File: src/rtl/fir_coef_loader_if.sv
// Reload and config AXI-Stream channels toward the FIR compiler.
// The master side is the loader; the slave side is the FIR core.
interface fir_coef_loader_if #(
   parameter int W = 24
);
   logic         m_axis_reload_tvalid;
   logic         m_axis_reload_tready;
   logic         m_axis_reload_tlast;
   logic [W-1:0] m_axis_reload_tdata;
   logic         m_axis_config_tvalid;
   logic         m_axis_config_tready;
   logic [7:0]   m_axis_config_tdata;

   modport master (
      output m_axis_reload_tvalid,
      input  m_axis_reload_tready,
      output m_axis_reload_tlast,
      output m_axis_reload_tdata,
      output m_axis_config_tvalid,
      input  m_axis_config_tready,
      output m_axis_config_tdata
   );

   modport slave (
      input  m_axis_reload_tvalid,
      output m_axis_reload_tready,
      input  m_axis_reload_tlast,
      input  m_axis_reload_tdata,
      input  m_axis_config_tvalid,
      output m_axis_config_tready,
      input  m_axis_config_tdata
   );
endinterface

File: src/rtl/fir_coef_loader.sv
// Coefficient buffer that streams a full tap set into a FIR reload
// port, then commits it with a single config packet.
module fir_coef_loader #(
   parameter int C_RELOAD_TDATA_WIDTH = 24,
   parameter int C_NUM_TAPS           = 63,
   parameter int C_ADDR_WIDTH         = 6
) (
   input  logic                            aclk,
   input  logic                            areset,
   input  logic                            cfg_we,
   input  logic [C_ADDR_WIDTH-1:0]         cfg_addr,
   input  logic [C_RELOAD_TDATA_WIDTH-1:0] cfg_wdata,
   input  logic                            start,
   fir_coef_loader_if.master               axis,
   output logic                            busy,
   output logic                            done,
   output logic                            err
);

   typedef enum logic [1:0] {
      IDLE,
      RELOAD,
      CONFIG,
      DONE
   } state_t;

   localparam logic [C_ADDR_WIDTH-1:0] LAST =
      C_ADDR_WIDTH'(C_NUM_TAPS - 1);

   state_t state;
   state_t state_nx;

   logic [C_ADDR_WIDTH-1:0]         idx;
   logic [C_ADDR_WIDTH-1:0]         idx_nx;
   logic [C_RELOAD_TDATA_WIDTH-1:0] mem [C_NUM_TAPS];

   logic addr_ok;
   logic wr_en;
   logic err_nx;

   assign addr_ok = 32'(cfg_addr) < 32'(C_NUM_TAPS);

   // Reset wins over writes; the buffer itself is never cleared.
   assign wr_en = cfg_we && addr_ok && (state == IDLE) && !areset;

   assign err_nx = (cfg_we && ((state != IDLE) || !addr_ok)) ||
                   (start && (state != IDLE));

   // Coefficient storage, written only while idle.
   always_ff @(posedge aclk) begin
      if (wr_en) begin
         mem[cfg_addr] <= cfg_wdata;
      end
   end

   // State, stream index and registered error pulse.
   always_ff @(posedge aclk) begin
      if (areset) begin
         state <= IDLE;
         idx   <= '0;
         err   <= 1'b0;
      end else begin
         state <= state_nx;
         idx   <= idx_nx;
         err   <= err_nx;
      end
   end

   // Next state and Moore outputs; tdata is zero whenever tvalid is low.
   always_comb begin
      state_nx                  = state;
      idx_nx                    = idx;
      busy                      = 1'b1;
      done                      = 1'b0;
      axis.m_axis_reload_tvalid = 1'b0;
      axis.m_axis_reload_tlast  = 1'b0;
      axis.m_axis_reload_tdata  = '0;
      axis.m_axis_config_tvalid = 1'b0;
      axis.m_axis_config_tdata  = 8'h00;
      unique case (state)
         IDLE: begin
            busy = 1'b0;
            if (start) begin
               state_nx = RELOAD;
               idx_nx   = '0;
            end
         end
         RELOAD: begin
            axis.m_axis_reload_tvalid = 1'b1;
            axis.m_axis_reload_tdata  = mem[idx];
            axis.m_axis_reload_tlast  = (idx == LAST);
            if (axis.m_axis_reload_tready) begin
               if (idx == LAST) begin
                  state_nx = CONFIG;
                  idx_nx   = '0;
               end else begin
                  idx_nx = idx + C_ADDR_WIDTH'(1);
               end
            end
         end
         CONFIG: begin
            axis.m_axis_config_tvalid = 1'b1;
            if (axis.m_axis_config_tready) begin
               state_nx = DONE;
            end
         end
         DONE: begin
            done     = 1'b1;
            state_nx = IDLE;
         end
         default: begin
            state_nx = IDLE;
         end
      endcase
   end

endmodule

File: src/flat_wrapper.sv
// flat-port wrapper written by rule: the top's interface ports become plain ports
module fir_coef_loader_flat 
#(
   parameter int C_RELOAD_TDATA_WIDTH = 24,
   parameter int C_NUM_TAPS           = 63,
   parameter int C_ADDR_WIDTH         = 6
)
  (aclk, areset, cfg_we, cfg_addr, cfg_wdata, start, busy, done, err, axis_m_axis_reload_tvalid, axis_m_axis_reload_tready, axis_m_axis_reload_tlast, axis_m_axis_reload_tdata, axis_m_axis_config_tvalid, axis_m_axis_config_tready, axis_m_axis_config_tdata);
  fir_coef_loader_if #(.W((24))) axis_i ();
  input  logic aclk;
  input  logic areset;
  input  logic cfg_we;
  input  logic [C_ADDR_WIDTH-1:0] cfg_addr;
  input  logic [C_RELOAD_TDATA_WIDTH-1:0] cfg_wdata;
  input  logic start;
  output logic busy;
  output logic done;
  output logic err;
  output wire logic [$bits(axis_i.m_axis_reload_tvalid)-1:0] axis_m_axis_reload_tvalid;
  input wire logic [$bits(axis_i.m_axis_reload_tready)-1:0] axis_m_axis_reload_tready;
  output wire logic [$bits(axis_i.m_axis_reload_tlast)-1:0] axis_m_axis_reload_tlast;
  output wire logic [$bits(axis_i.m_axis_reload_tdata)-1:0] axis_m_axis_reload_tdata;
  output wire logic [$bits(axis_i.m_axis_config_tvalid)-1:0] axis_m_axis_config_tvalid;
  input wire logic [$bits(axis_i.m_axis_config_tready)-1:0] axis_m_axis_config_tready;
  output wire logic [$bits(axis_i.m_axis_config_tdata)-1:0] axis_m_axis_config_tdata;
  assign axis_m_axis_reload_tvalid = axis_i.m_axis_reload_tvalid;
  assign axis_i.m_axis_reload_tready = axis_m_axis_reload_tready;
  assign axis_m_axis_reload_tlast = axis_i.m_axis_reload_tlast;
  assign axis_m_axis_reload_tdata = axis_i.m_axis_reload_tdata;
  assign axis_m_axis_config_tvalid = axis_i.m_axis_config_tvalid;
  assign axis_i.m_axis_config_tready = axis_m_axis_config_tready;
  assign axis_m_axis_config_tdata = axis_i.m_axis_config_tdata;
  fir_coef_loader #(.C_RELOAD_TDATA_WIDTH(C_RELOAD_TDATA_WIDTH), .C_NUM_TAPS(C_NUM_TAPS), .C_ADDR_WIDTH(C_ADDR_WIDTH)) u_core (.aclk(aclk), .areset(areset), .cfg_we(cfg_we), .cfg_addr(cfg_addr), .cfg_wdata(cfg_wdata), .start(start), .axis(axis_i), .busy(busy), .done(done), .err(err));
endmodule
File: config.mk
export PLATFORM = sky130hd
export DESIGN_NAME = fir_coef_loader_flat
export DESIGN_NICKNAME = d
export VERILOG_FILES = /design/src/rtl/fir_coef_loader_if.sv /design/src/rtl/fir_coef_loader.sv /design/src/flat_wrapper.sv
export SDC_FILE = /design/constraint.sdc
export NUM_CORES = 1
export LEC_CHECK = 0
export ABC_AREA = 0
export CAP_MARGIN = 10
export CORE_ASPECT_RATIO = 1.25
export CORE_MARGIN = 5
export CORE_UTILIZATION = 50
export CTS_CLUSTER_DIAMETER = 50
export DETAILED_ROUTE_END_ITERATION = 8
export GPL_ROUTABILITY_DRIVEN = 0
export PLACE_DENSITY_LB_ADDON = 0.2
export SETUP_SLACK_MARGIN = 0.05
export SYNTH_ARGS = -nofsm -noshare
export SYNTH_HDL_FRONTEND = slang
export SYNTH_SLANG_ARGS = --single-unit
File: constraint.sdc
create_clock -name aclk -period 3.8 [get_ports aclk]
set_clock_uncertainty 0.05 [all_clocks]
set_input_delay 0.38 -clock aclk [delete_from_list [all_inputs] [get_ports aclk]]
set_output_delay 0.38 -clock aclk [all_outputs]
set_load 0.01 [all_outputs]
==> impl_metrics.tcl <==
set metrics [dict create \
    grt_max_degree 74 \
    coreArea_um2 117000 \
    cts_sinks 1527 \
    drv_slew 0 \
    rsz0062_at_grt "yes" \
    maxSlewHeadroom_pct 17.8 \
    vias 30036 \
    cp.arrival_ps 3310 \
    synthMuxAreaShare_pct 14.8 \
    pre_cts_slack_ps -178 \
    ys.flop_type "edfxtp_1" \
    startpoint_type "flip-flop" \
    chipHeight_um 393 \
    drt-pass1-iter-count 6 \
    synth-compound-area-share_pct 3.29 \
    area_growth_pct 19.7 \
    synthTopCellsByArea "edfxtp_1, mux4_2, mux2i_1" \
    worstSetupEndpointType "primary output" \
    clkSlewWorstSetupHoldPaths_ps 60 \
    synthCells 2705 \
    yosysMostFrequentCell "edfxtp_1" \
    power_leakage_nw 21.8 \
    synth-xor-area-share_pct 0.0447 \
    cts_buffers 148 \
    clk_latency_ps 760 \
    dp_cells 4429 \
    cap_violations 0 \
    cts_max_level 4 \
    outcome "completed" \
    critPathKind "reg -> out" \
    drc 0 \
    yosysSeqAreaShare_pct 77.8 \
    period_minus_slack_ps 3740 \
    netlist_area_um2 58800 \
    yosys.area_share.simple_pct 2.22 \
    fin_ws_ps 56.0 \
    synth-edff-count 1512 \
    async_flop_share_pct 0 \
    grt_pass1_wl_um 224000 \
    grt_antenna_before_repair 5 \
    syn_area_per_cell_um2 21.7 \
    vias_per_cell 6.23 \
    finalCritPeriodShare_pct 98.5 \
    num_io_pins 74 \
    rows 140 \
    critPathRequiredTime_ps 3370 \
    grtUsageTotal_pct 25.3 \
    finalNetCount 3179 \
    grt_overflow 0 \
    worst_hold_path_type "in -> reg" \
    antenna_left 0 \
    vdd_ir_drop_max_v 0.000515 \
    cts-root-buf "clkbuf_16" \
    drt_iter0_markers 3672 \
    power.density_nw_per_um2 545 \
    finalSetupViolations 0 \
    synth_common_cells "edfxtp_1, mux4_2, mux2i_1, nor2_1, nand2_1" \
    layout.cells.non_filler 4818 \
    yosysTopAreaCellShare_pct 77.2 \
    yosysWarningCount 0 \
    start_util_pct 50.4 \
    ys_ff_latch 1527 \
    layout-drive-gt1-share_pct 35.6 \
    worstMarginPinSlew_ps 1230 \
    synth_top_family_by_area "multiplexers" \
    clockBufferDepth 3 \
    cts_tree "built" \
    dpl.hpwl_um 90600 \
    port_buffers 65 \
    hold_viol_final 0 \
    fmax_mhz 267 \
    cp_max_fo 6 \
    fillerInstances 8217 \
    synth.distinct_cells 53 \
    wl_per_cell_um 32.4 \
    die-area_um2 125000 \
    synth_adder_area_share_pct 0.149 \
    die_x_um 317 \
    wl_um 156000 \
    grt_pass1_vias 31250 \
    yosysTopAreaCell "edfxtp_1" \
]
[where the power goes]
| group | switching [mW] | internal, mW | total, mW |
|---|---|---|---|
| logic | 2.78 | 2.93 | 5.71 |
| registers | 0.0392 | 18.6 | 18.6 |
| clock network | 6.14 | 7.91 | 14.0 |
| total | 8.95 | 29.4 | 38.4 |
[layer usage]
layer / GRT usage, % / vias up / share of wire (%) / wire (µm)
met5: 0 / - / 0 / 0
met4: 10.1 / 0 / 4.4 / 6880
met3: 3.64 / 283 / 6.6 / 10400
met2: 42.4 / 1346 / 51 / 79600
met1: 33.9 / 16142 / 38 / 59400
li1: - / 12265 / - / -
[state kept, by name (all words and copies together), names as in the netlist, named ones only]
name	cells
u_core.mem	1512
u_core.state	2
u_core.err	1
u_core.idx	6
[layout by cell type (no fill, tap or decap), types with 17 or more instances in the layout]
cell / n
nand2_1: 78
o21ai_0: 35
mux4_2: 341
a22oi_2: 20
clkbuf_1: 47
o22ai_1: 17
buf_2: 45
clkdlybuf4s50_1: 17
nor2b_1: 29
mux2i_1: 77
edfxtp_1: 1512
buf_12: 75
buf_16: 26
a21oi_1: 17
a211oi_2: 21
nand3_1: 20
nor2_2: 64
nor2_1: 19
clkbuf_16: 153
buf_4: 237
clkinv_1: 31
buf_6: 25
a22oi_1: 22
inv_1: 17
[logic make-up after synthesis]
group | after synthesis
flip-flops | 1527
multiplexers | 443
AND/OR/NAND/NOR | 273
AO/OA/AOI/OAI | 271
buffers and inverters | 180
adder cells (fa/ha/maj) | 7
XOR/XNOR | 3
other | 1
[timing repair]
item | CTS | global route
gates cloned | 21 | 0
pin swaps | 53 | 34
setup buffers | 86 | 12
endpoints found under the hold margin | 0 | 25
endpoints found under the setup margin | 24 | 21
hold buffers | 0 | 3
resized for setup | 300 | 37
[critical path, cell delays in order, from the launching register on]
cell,delay [ps]
dfxtp_4,400
buf_4,140
buf_12,150
buf_12,110
buf_16,120
mux4_2,510
a22oi_2,170
buf_4,150
a21oi_1,60
buf_4,180
a221o_1,340
buf_2,170
[path summary, 6_finish.rpt]
kind | start | to | slack (ps) | cells after the start
setup / recovery | flip-flop | axis_m_axis_reload_tdata[22] | 60 | 11
hold / removal | cfg_wdata[23] | u_core.mem[0][23]$_DFFE_PP_ | 70 | 1
setup reg to reg | u_core.state[0]$_SDFFE_PP0P_ | u_core.mem[31][3]$_DFFE_PP_ | 850 | 8
hold reg to reg | u_core.idx[5]$_SDFFE_PP0P_ | u_core.idx[5]$_SDFFE_PP0P_ | 460 | 2
[final cells by class]
type / instances / area (µm²) / area share (%)
flip-flops and latches: 1527 / 45700 / 65.0
multi-input cells: 1005 / 13100 / 18.6
repair buffers: 436 / 4920 / 7.00
clock buffers: 201 / 4020 / 5.71
well taps: 1562 / 1950 / 2.78
clock inverters: 67 / 554 / 0.788
inverters: 18 / 71.3 / 0.101
diodes: 2 / 5.00 / 0.00711
[metrics by stage]
step	power, mW	area (µm²)	utilization (%)	setup TNS, ps	hold WS, ps
global placement	23.3	63100	54.1	-245	428
CTS	38.6	70000	60.0	-28.0	19.5
floorplan	21.7	58800	-	0	404
global route	39.6	70400	60.3	0	42.7
detailed placement	23.3	63100	54.1	-297	441
finish	38.4	70400	60.3	0	69.1
Note: power is estimated with default switching activity, not from simulation.
